### src/rtl/rv32_mem_access.sv
// rv32 memory stage: drives the data bus, then aligns and registers load/store results for
// writeback. Define RV32_MEM_TIMEOUT_EN to fault requests the bus leaves hanging.
module rv32_mem_access #(
  parameter int unsigned TIMEOUT_CYCLES = 255
) (
  input  logic        clk,
  input  logic        reset,
  input  logic        stall_in,
  input  logic        flush_in,
  input  logic        valid_in,
  input  logic        exception_in,
  input  logic [3:0]  exception_cause_in,
  input  logic        mem_read_in,
  input  logic        mem_write_in,
  input  logic [1:0]  mem_width_in,
  input  logic        mem_zero_extend_in,
  input  logic [4:0]  rd_in,
  input  logic        rd_write_in,
  input  logic [31:0] result_in,
  input  logic [31:0] store_value_in,
  input  logic        data_ready_in,
  input  logic        data_fault_in,
  input  logic [31:0] data_read_value_in,
  output logic        data_valid_out,
  output logic        data_write_out,
  output logic [31:0] data_address_out,
  output logic [3:0]  data_write_mask_out,
  output logic [31:0] data_write_value_out,
  output logic        stall_out,
  output logic        valid_out,
  output logic        exception_out,
  output logic [3:0]  exception_cause_out,
  output logic [4:0]  rd_out,
  output logic        rd_write_out,
  output logic [31:0] rd_value_out
);

  typedef enum logic [0:0] {StIdle, StDone} state_e;

  state_e      state_q, state_d;
  logic [31:0] buf_data_q, buf_data_d;
  logic        buf_fault_q, buf_fault_d;
  logic        valid_q, valid_d;
  logic        exc_q, exc_d;
  logic [3:0]  cause_q, cause_d;
  logic [4:0]  rd_q, rd_d;
  logic        rd_write_q, rd_write_d;
  logic [31:0] rd_value_q, rd_value_d;

  logic [1:0]  offset;
  logic        is_store, access, misaligned, mis_access;
  logic        issue_ok, req, handshake, timeout_hit, bus_fault, fault_now, exc_next, upd;
  logic [31:0] shifted, aligned_load, load_data, wdata;
  logic [3:0]  mask;

  assign offset   = result_in[1:0];
  assign is_store = mem_write_in;
  assign access   = valid_in & ~exception_in & ~flush_in & (mem_read_in | mem_write_in);

  always_comb begin
    case (mem_width_in)
      2'd0:    misaligned = 1'b0;
      2'd1:    misaligned = offset[0];
      default: misaligned = |offset;
    endcase
  end

  assign mis_access = access & misaligned;
  assign issue_ok   = access & ~misaligned & (state_q == StIdle) & ~reset;

`ifdef RV32_MEM_TIMEOUT_EN
  localparam int unsigned CntW = ($clog2(TIMEOUT_CYCLES + 1) > 8) ?
                                 $clog2(TIMEOUT_CYCLES + 1) : 8;
  localparam logic [CntW-1:0] TimeoutCnt = CntW'(TIMEOUT_CYCLES);

  logic [CntW-1:0] cnt_q, cnt_d;

  // The timeout cycle itself withdraws the request and completes it with a fault.
  assign timeout_hit = issue_ok & (cnt_q == TimeoutCnt);
  assign cnt_d       = stall_out ? cnt_q + 1'b1 : '0;
`else
  assign timeout_hit = 1'b0;
`endif

  assign req       = issue_ok & ~timeout_hit;
  assign handshake = req & data_ready_in;
  assign stall_out = req & ~data_ready_in;
  assign upd       = ~stall_in & ~stall_out;

  always_comb begin
    case (mem_width_in)
      2'd0: begin
        mask  = 4'b0001 << offset;
        wdata = {4{store_value_in[7:0]}};
      end
      2'd1: begin
        mask  = 4'b0011 << offset;
        wdata = {2{store_value_in[15:0]}};
      end
      default: begin
        mask  = 4'b1111;
        wdata = store_value_in;
      end
    endcase
  end

  assign data_valid_out       = req;
  assign data_write_out       = req & is_store;
  assign data_address_out     = req ? {result_in[31:2], 2'b00} : 32'd0;
  assign data_write_mask_out  = (req & is_store) ? mask : 4'd0;
  assign data_write_value_out = (req & is_store) ? wdata : 32'd0;

  always_comb begin
    shifted = data_read_value_in >> {offset, 3'b000};
    case (mem_width_in)
      2'd0:    aligned_load = {{24{~mem_zero_extend_in & shifted[7]}}, shifted[7:0]};
      2'd1:    aligned_load = {{16{~mem_zero_extend_in & shifted[15]}}, shifted[15:0]};
      default: aligned_load = shifted;
    endcase
  end

  assign bus_fault = (handshake & data_fault_in) | timeout_hit;
  assign fault_now = (state_q == StDone) ? (buf_fault_q & ~flush_in) : bus_fault;
  assign load_data = (state_q == StDone) ? buf_data_q : aligned_load;
  assign exc_next  = exception_in | mis_access | fault_now;

  always_comb begin
    state_d     = state_q;
    buf_data_d  = buf_data_q;
    buf_fault_d = buf_fault_q;
    unique case (state_q)
      StIdle: begin
        // Completion while downstream is stalled: park the result, never re-issue.
        if ((handshake | timeout_hit) & stall_in) begin
          state_d     = StDone;
          buf_data_d  = aligned_load;
          buf_fault_d = bus_fault;
        end
      end
      StDone: begin
        if (flush_in | ~stall_in) begin
          state_d     = StIdle;
          buf_data_d  = 32'd0;
          buf_fault_d = 1'b0;
        end
      end
    endcase
  end

  always_comb begin
    valid_d    = valid_q;
    exc_d      = exc_q;
    cause_d    = cause_q;
    rd_d       = rd_q;
    rd_write_d = rd_write_q;
    rd_value_d = rd_value_q;
    if (upd) begin
      valid_d    = valid_in & ~flush_in;
      exc_d      = exc_next;
      rd_d       = rd_in;
      rd_write_d = rd_write_in & ~flush_in & ~exc_next;
      rd_value_d = mem_read_in ? load_data : result_in;
      if (exception_in)    cause_d = exception_cause_in;
      else if (mis_access) cause_d = is_store ? 4'd6 : 4'd4;
      else if (fault_now)  cause_d = is_store ? 4'd7 : 4'd5;
      else                 cause_d = 4'd0;
    end
  end

  always_ff @(posedge clk) begin
    if (reset) begin
      state_q     <= StIdle;
      buf_data_q  <= 32'd0;
      buf_fault_q <= 1'b0;
      valid_q     <= 1'b0;
      exc_q       <= 1'b0;
      cause_q     <= 4'd0;
      rd_q        <= 5'd0;
      rd_write_q  <= 1'b0;
      rd_value_q  <= 32'd0;
`ifdef RV32_MEM_TIMEOUT_EN
      cnt_q       <= '0;
`endif
    end else begin
      state_q     <= state_d;
      buf_data_q  <= buf_data_d;
      buf_fault_q <= buf_fault_d;
      valid_q     <= valid_d;
      exc_q       <= exc_d;
      cause_q     <= cause_d;
      rd_q        <= rd_d;
      rd_write_q  <= rd_write_d;
      rd_value_q  <= rd_value_d;
`ifdef RV32_MEM_TIMEOUT_EN
      cnt_q       <= cnt_d;
`endif
    end
  end

  assign valid_out           = valid_q;
  assign exception_out       = exc_q;
  assign exception_cause_out = cause_q;
  assign rd_out              = rd_q;
  assign rd_write_out        = rd_write_q;
  assign rd_value_out        = rd_value_q;

endmodule

### config.mk
export PLATFORM = sky130hd
export DESIGN_NAME = rv32_mem_access
export DESIGN_NICKNAME = d
export VERILOG_FILES = /design/src/rtl/rv32_mem_access.sv
export SDC_FILE = /design/constraint.sdc
export NUM_CORES = 1
export LEC_CHECK = 0
export BUFFER_PORTS_ARGS = -buffer_cell sky130_fd_sc_hd__buf_2
export CORE_MARGIN = 4
export CORE_UTILIZATION = 43
export DETAILED_ROUTE_END_ITERATION = 7
export PLACE_DENSITY = 0.78
export SKIP_CTS_REPAIR_TIMING = 1
export SLEW_MARGIN = 20
export SYNTH_ARGS = -nofsm -noshare
export SYNTH_HDL_FRONTEND = slang
export SYNTH_SLANG_ARGS = --single-unit
### constraint.sdc
create_clock -name clk -period 1.49 [get_ports clk]
set_input_delay 0.149 -clock clk [delete_from_list [all_inputs] [get_ports clk]]
set_output_delay 0.149 -clock clk [all_outputs]
set_load 0.005 [all_outputs]
==> results of run 1 <==
==> cells by family after synthesis <==
kind of cell	after synthesis	synth area share
other	1	0.000745
DFF	78	0.310
AOI/OAI and AO/OA	181	0.268
and+or+nand+nor	236	0.237
muxes	55	0.113
buffers and inverters	75	0.0709
==> metal layers <==
| layer | track usage | part of all wire | routed length (microns) |
|---|---|---|---|
| met1 | 0.335 | 0.38 | 7650 |
| met2 | 0.469 | 0.51 | 10100 |
| met3 | 0.0523 | 0.087 | 1730 |
| met4 | 0.0982 | 0.024 | 485 |
| met5 | 0 | 0 | 0 |
==> critical path, cell delays in order, from the launching register on <==
cell       delay, ps
dfxtp_4          350
or2_4            240
nor2_4           160
nand2_4          100
clkbuf_16        200
a21oi_1          150
buf_2            150
==> cell usage in the layout (no fill, tap or decap), types with 9 or more instances in the layout <==
cell,n
buf_2,224
dfxtp_1,77
buf_4,75
nand2_1,68
nor2_1,58
mux2i_1,47
and3_1,33
buf_6,21
o21ai_0,19
a22o_1,18
a21oi_1,17
o22ai_1,13
o2bb2ai_1,13
inv_1,12
nand3b_1,12
nor2_4,11
a211oi_1,11
clkbuf_16,11
o21ai_1,10
nor2b_1,9
a31oi_1,9
buf_12,9
==> worst min-delay path by stage <==
stage / from / endpoint / slack, ps / cells past startpoint
2_1_floorplan: data_ready_in / state_q / 290 / 2
3_5_place_dp: rd_in[3] / rd_out[3] / 400 / 3
4_1_cts: rd_in[3] / rd_out[3] / 40 / 3
6_report: rd_in[3] / rd_out[3] / 50 / 3
3_3_place_gp: rd_in[2] / rd_out[2] / 380 / 3
5_1_grt: rd_in[3] / rd_out[3] / 60 / 3
==> state kept, by name (all words and copies together) (netlist names) <==
register,flops
buf_data_q,32
rd_value_out,32
rd_out,5
exception_cause_out,4
buf_fault_q,1
exception_out,1
rd_write_out,1
state_q,1
valid_out,1
==> metrics by stage <==
| step | total power, W | instance area (sq um) |
|---|---|---|
| finish | 0.00586 | 7740 |
| global route | 0.00611 | 7740 |
| CTS | 0.00576 | 7180 |
| detailed placement | 0.00349 | 6870 |
| global placement | 0.00347 | 6870 |
| floorplan | 0.00290 | 5160 |
==> where the power goes <==
group | internal, W | total, W | switching [W] | leakage, nW
registers | 0.00217 | 0.00222 | 0.0000457 | 0.638
logic | 0.000626 | 0.00136 | 0.000733 | 3.11
clock network | 0.00132 | 0.00229 | 0.000966 | 0.144
total | 0.00412 | 0.00586 | 0.00174 | 3.89
==> layout make-up <==
type,count,area [sq um]
clock inverters,7,82.6
repair buffers,332,2170
multi-input cells,475,3460
inverters,14,52.6
clock buffers,9,225
diodes,4,10.0
well taps,143,179
fillers,919,3670
flip-flops and latches,78,1570
==> impl_metrics.csv, run 1 <==
group,metric,value,unit
outcome,status,"finished with violations",
outcome,violations,"setup timing",
routing,drt_pass1_iterations,5,
pwr,power.leakage,3.89,nW
setup_path,cp.arrival,1690,ps
placement,dp_hpwl,14700,microns
die,die_w,116,microns
pwr,power.density,757,nW/um^2
timing,timing.final.crit_share,1.23,
routing,via_per_inst,5.71,
yosys,synth.distinct_cells,65,
timing,fin_tns_setup,-22340,ps
grt,grt_antenna_before_repair,2,
routing,postRouteAntennaNets,0,
setup_path,cp-endpoint,"data_write_value_out[11]",
timing,skew,8.68,ps
setup_path,required,1340,ps
yosys,async_flop_share,0,
routing,wl,20000,microns
yosys,netlist_top_cells_count,"dfxtp_1 (78), nor2_1 (72), nand2_1 (69)",
finish,fin_util,0.678,
grt,grt_max_degree,30,
routing,vias,6060,
timing,clock.fmax,545,MHz
grt,globalRouteOverflowTotal,0,
die,core-area,11400,sq um
finish,syn_to_final_growth,53.9,%
grt,grt_pass1_wl,28900,microns
yosys,ys_seq_area_frac,0.310,
yosys,ys.flop_type,"dfxtp_1",
setup_path,crit_path_end_kind,"primary output",
timing,min_period,1840,ps
yosys,syn_inst,626,
timing,rsz0062_at_grt,"yes",
setup_path,crit_type,"flop to primary output",
yosys,synth_warnings,0,
yosys,synth_top_area_frac,0.310,
setup_path,crit_fanout,14,
die,dieArea,13500,sq um
clock_network,cts.clk_slew.worst_paths,60,ps
timing,slew_headroom,0.635,
clock_network,root_buffer,"clkbuf_16",
yosys,synth.largest_area_cell,"dfxtp_1",
flow_run,maxCapViolations,0,
placement,numPortBuffers,231,
clock_network,cts_buffers,9,
setup_path,reg2reg_to,"rd_value_out[20]",
timing,setup_ws,-346,ps
yosys,avgSynthCellArea,8.04,sq um
die,initial_utilization,0.441,
hold_path,hold_class,"primary input to flop",
yosys,netlist_area,5030,sq um
finish,nets,1029,
finish,fin_cells,1062,
setup_path,rr_worst_depth,7,
yosys,synth_area_leaders,"dfxtp_1 (31%), mux2i_1 (9.4%), nor2_1 (5.4%)",
timing,setup_viol,141,
placement,dp.cells,1025,
clock_network,tritoncts_num_sinks,78,
clock_network,clkLatencyLatePin,340,ps
routing,wl_per_cell,18.8,microns
setup_path,worstSetupStartpointType,"flop",
routing,drc,0,
clock_network,cts_buffer_depth,2,
timing,hold_viol,0,
placement,gp_congestion,0.862,
clock_network,cts_max_level,3,
yosys,synth_edf_count,0,
clock_network,tritoncts,"built",
timing,maxSlewViolCount,0,
routing,drt_iter0_markers,651,
grt,grt_pass1_vias,5682,
pwr,peakVddDrop,0.583,mV
timing,whs,48.1,ps
die,io_pins,234,
setup_path,startpoint,"state_q",
die,die_h,116,microns
die,rows,39,
setup_path,r2r_start,"state_q",
yosys,synthMostInstantiatedCell,"dfxtp_1",
finish,drive_gt1_frac,0.469,
placement,pre_cts_ws,-353,ps
yosys,ys_seq_elements,78,
timing,worstMarginPinSlew,545,ps
grt,grt_usage,0.271,
setup_path,reg2reg_slack,-230,ps
No activity file was read; power rests on OpenSTA's default activity.
==> run 2: changes to the inputs <==
- HOLD_SLACK_MARGIN: unset -> 0.05
- RECOVER_POWER: unset -> 100
==> run 2 against run 1 <==
Net effect: the run still ends with setup timing left; setup slack gained 3.3 ps; non-clock buffer count is the same; flip-flop and latch count is the same; final area shrank 0.45%; die area is the same; utilization shrank 0.31 points; via count grew 0.76%; sequential share of layout area grew 0.092 points; combinational power is essentially flat; maximum frequency grew 0.18%; sequential power is essentially flat; critical path depth is the same.
==> impl_metrics.csv, run 2 (synthesized netlist as in run 1, its figures left out) <==
group,metric,value,unit
outcome,status,"finished with violations",
outcome,violations,"setup timing",
setup_path,crit_fanout,14,
timing,slew_headroom,0.637,
placement,dp_hpwl,14700,microns
timing,rsz0062_at_grt,"yes",
grt,grt_pass1_wl,28900,microns
clock_network,root_buffer,"clkbuf_16",
clock_network,cts_max_level,3,
grt,grt_usage,0.271,
finish,stdcell_area,7710,sq um
finish,drive_gt1_frac,0.438,
grt,grt_pass1_vias,5682,
clock_network,cts_buffers,9,
clock_network,tritoncts,"built",
grt,grt_antenna_before_repair,2,
routing,wl_per_cell,18.9,microns
routing,wl,20000,microns
routing,via_per_inst,5.75,
timing,worstMarginPinSlew,541,ps
setup_path,worstSetupStartpointType,"flop",
routing,drt_iter0_markers,653,
setup_path,crit_path_end_kind,"primary output",
timing,skew,8.79,ps
setup_path,cp.arrival,1680,ps
finish,fin_util,0.675,
flow_run,maxCapViolations,0,
hold_path,hold_class,"primary input to flop",
pwr,power.leakage,3.78,nW
pwr,peakVddDrop,0.583,mV
timing,hold_viol,0,
setup_path,crit_family,"simple AND/OR/NAND/NOR gates",
clock_network,clkLatencyLatePin,340,ps
routing,postRouteAntennaNets,0,
placement,dp.cells,1025,
timing,setup_viol,138,
timing,maxSlewViolCount,0,
setup_path,required,1340,ps
timing,setup_ws,-343,ps
finish,mostFrequentLayoutCell,"buf_2",
grt,globalRouteOverflowTotal,0,
clock_network,cts_buffer_depth,2,
setup_path,crit_path_max_incr_delay,350,ps
die,rows,39,
clock_network,cts.clk_slew.worst_paths,60,ps
placement,gp_congestion,0.862,
die,io_pins,234,
setup_path,path_buf_inv,2,
setup_path,crit_type,"flop to primary output",
grt,grt_max_degree,30,
die,initial_utilization,0.441,
placement,pre_cts_ws,-353,ps
pwr,power.density,759,nW/um^2
setup_path,slowest_stage,"dfxtp_4",
die,core-area,11400,sq um
finish,final_cell_mix,"buf_2 (196), dfxtp_1 (77), buf_4 (75)",
die,die_w,116,microns
routing,drc,0,
routing,drt_pass1_iterations,5,
timing,clock.fmax,546,MHz
clock_network,tritoncts_num_sinks,78,
die,die_h,116,microns
setup_path,crit_path_cell_trace,"or2_4 > nor2_4 > nand2_4 > clkbuf_16 > a21oi_1 > buf_2",
timing,timing.final.crit_share,1.23,
timing,min_period,1830,ps
finish,syn_to_final_growth,53.2,%
placement,numPortBuffers,231,
routing,vias,6106,
placement,dpl-instance-area,6870,sq um
die,dieArea,13500,sq um
finish,fin_cells,1062,
finish,nets,1029,
==> run 2: cell types whose count changed in the layout (fill, tap and decap cells not counted), sizes merged <==
cell    change
buf        -28
clkbuf     +28
==> run 2: final timing paths <==
| path | start | end | slack (ps) | cells past startpoint |
|---|---|---|---|---|
| max | state_q | data_write_value_out[11] | -340 | 6 |
| min | rd_in[3] | rd_out[3] | 50 | 3 |
| max reg2reg | state_q | rd_value_out[20] | -230 | 7 |
| min reg2reg | rd_value_out[31] | rd_value_out[31] | 450 | 1 |
==> run 2: cell type report <==
type / instances / area (sq um)
fill: 935 / 3710
multi-input combinational: 475 / 3460
timing repair buffer: 332 / 2130
sequential: 78 / 1570
clock buffer: 9 / 225
tap: 143 / 179
clock inverter: 7 / 82.6
inverter: 14 / 52.6
antenna: 4 / 10.0
==> run 2: per-layer routing <==
layer | up-vias | wire length [microns] | GRT usage
met1 | 2888 | 7700 | 0.335
met4 | 0 | 463 | 0.0982
met5 | - | 0 | 0
met3 | 35 | 1730 | 0.0523
met2 | 324 | 10100 | 0.469
li1 | 2859 | - | -
==> run 2: report_power, final <==
group          internal, W  switching [W]  leakage, nW  total (W)
Clock              0.00132       0.000964        0.144    0.00229
Combinational     0.000613       0.000732         3.00    0.00135
Sequential         0.00217      0.0000475        0.638    0.00222
==> run 2: through the flow <==
step,power (W),hold WS (ps),setup TNS [ps]
floorplan,0.00290,293,-1950
global placement,0.00347,383,-24320
detailed placement,0.00349,404,-25850
CTS,0.00576,43.9,-23480
global route,0.00610,56.5,-28260
finish,0.00585,48.2,-21710
==> run 2: worst min-delay path: stages <==
cell and delay (ps):
buf_2 70, mux2i_1 50, nor2_1 70
==> run 3: changes to the inputs <==
- SKIP_LAST_GASP: unset -> 1
==> run 3 against run 2 <==
Net effect: the flow still finishes with violations (setup timing); clock skew down 1.7 ps; sequential share of layout area about the same; setup slack worse by 9.6 ps; via count down 0.21%; non-clock buffer count unchanged; register-to-register slack about the same; flip-flop and latch count unchanged; sequential power about the same; critical path type unchanged; largest cell class unchanged; highest routed layer unchanged.
==> impl_metrics.csv, run 3 (synthesized netlist as in run 1, its figures left out) <==
group,metric,value,unit
grt,use_met2,0.469,
clock_network,clkLatencyLatePin,340,ps
setup_path,crit_fanout,14,
grt,grt_antenna_before_repair,1,
finish,fin_util,0.674,
setup_path,crit_path_max_incr_delay,350,ps
grt,use_met1,0.335,
grt,grt.busiest_layer,"met2",
die,die_w,116,microns
clock_network,cts.clk_slew.worst_paths,70,ps
timing,min_period,1840,ps
grt,use_met3,0.0523,
die,rows,39,
outcome,violations,"setup timing",
grt,grt_pass1_wl,28900,microns
die,dieArea,13500,sq um
timing,hold_viol,0,
pwr,combPwrFrac,0.229,
setup_path,worstSetupStartpointType,"flop",
setup_path,crit_path_end_kind,"primary output",
pwr,p_total,0.00587,W
routing,drt_iter0_markers,664,
setup_path,crit_type,"flop to primary output",
grt,grt_pass1_vias,5682,
outcome,status,"finished with violations",
timing,setup_ws,-353,ps
timing,maxSlewViolCount,0,
clock_network,cts_buffer_depth,2,
routing,wl,20200,microns
grt,grt_usage,0.271,
routing,postRouteAntennaNets,0,
finish,syn_to_final_growth,52.9,%
grt,globalRouteOverflowTotal,0,
setup_path,crit_path_cell_trace,"or2_4 > nor2_4 > nand2_4 > clkbuf_16 > a21oi_1 > buf_2",
grt,grt_max_degree,30,
clock_network,tritoncts,"built",
routing,drt_pass1_iterations,5,
timing,slew_headroom,0.635,
pwr,power.leakage,3.78,nW
pwr,swShare,0.301,
flow_run,maxCapViolations,0,
routing,drc,0,
timing,timing.final.crit_share,1.24,
pwr,power.density,763,nW/um^2
timing,whs,45.0,ps
finish,nets,1029,
die,initial_utilization,0.441,
clock_network,cts_max_level,3,
setup_path,cp.arrival,1690,ps
clock_network,tritoncts_num_sinks,78,
timing,rsz0062_at_grt,"yes",
finish,drive_gt1_frac,0.434,
clock_network,root_buffer,"clkbuf_16",
clock_network,cts_buffers,9,
timing,setup_viol,141,
routing,via_per_inst,5.74,
pwr,p_sw,0.00176,W
placement,numPortBuffers,231,
pwr,clkPwrFrac,0.393,
pwr,seq_power_share,0.378,
finish,mostFrequentLayoutCell,"buf_2",
timing,skew,7.09,ps
timing,worstMarginPinSlew,545,ps
placement,gp_congestion,0.862,
hold_path,hold_class,"primary input to flop",
placement,dp_hpwl,14700,microns
timing,fin_tns_setup,-23030,ps
pwr,peakVddDrop,0.570,mV
die,die_h,116,microns
routing,wl_per_cell,19.0,microns
pwr,p_int,0.00410,W
finish,final_cell_mix,"buf_2 (196), dfxtp_1 (77), buf_4 (75)",
setup_path,slowest_stage,"dfxtp_4",
setup_path,required,1340,ps
die,io_pins,234,
timing,clock.fmax,543,MHz
die,core-area,11400,sq um
routing,vias,6093,
## run 3: worst max-delay path: cells and delay by family, from the launching register on
kind / cells / cell delay (ps)
and+or+nand+nor: 3 / 510
DFF: 1 / 350
buffers and inverters: 2 / 340
AOI/OAI and AO/OA: 1 / 150
## run 3: layer usage
layer,share of wire,vias to the layer above
met5,0,-
met4,0.032,0
met3,0.083,60
met2,0.50,326
met1,0.39,2849
li1,-,2858
## run 3: cell type report
cell class                 count  area [sq um]
tap                          143           179
multi-input combinational    475          3450
fill                         935          3730
clock inverter                 7          82.6
clock buffer                   9           225
antenna                        4          10.0
timing repair buffer         332          2130
inverter                      14          52.6
sequential                    78          1570
## run 3: path summary, 6_finish.rpt
| kind | start | to | slack (ps) | cells past startpoint |
|---|---|---|---|---|
| min | rd_in[3] | rd_out[3] | 40 | 3 |
| max | state_q | data_write_value_out[11] | -350 | 6 |
| min reg2reg | rd_value_out[31] | rd_value_out[31] | 450 | 1 |
| max reg2reg | state_q | rd_value_out[20] | -230 | 7 |
## run 3: power by group through the flow
stage	Combinational (W)	Clock [W]	Sequential [W]
after floorplan	0.000636	0	0.00227
after global placement	0.00121	0	0.00226
after detailed placement	0.00122	0	0.00226
after CTS	0.00123	0.00231	0.00222
after global routing	0.00144	0.00242	0.00223
final	0.00134	0.00231	0.00222
## run 3: per-stage QoR
stage	instances	cell area [sq um]	worst slack, ps
finish	1062	7690	-353
global route	1059	7680	-383
CTS	1041	7180	-458
detailed placement	1025	6870	-353
global placement	1025	6870	-328
floorplan	627	5160	-108
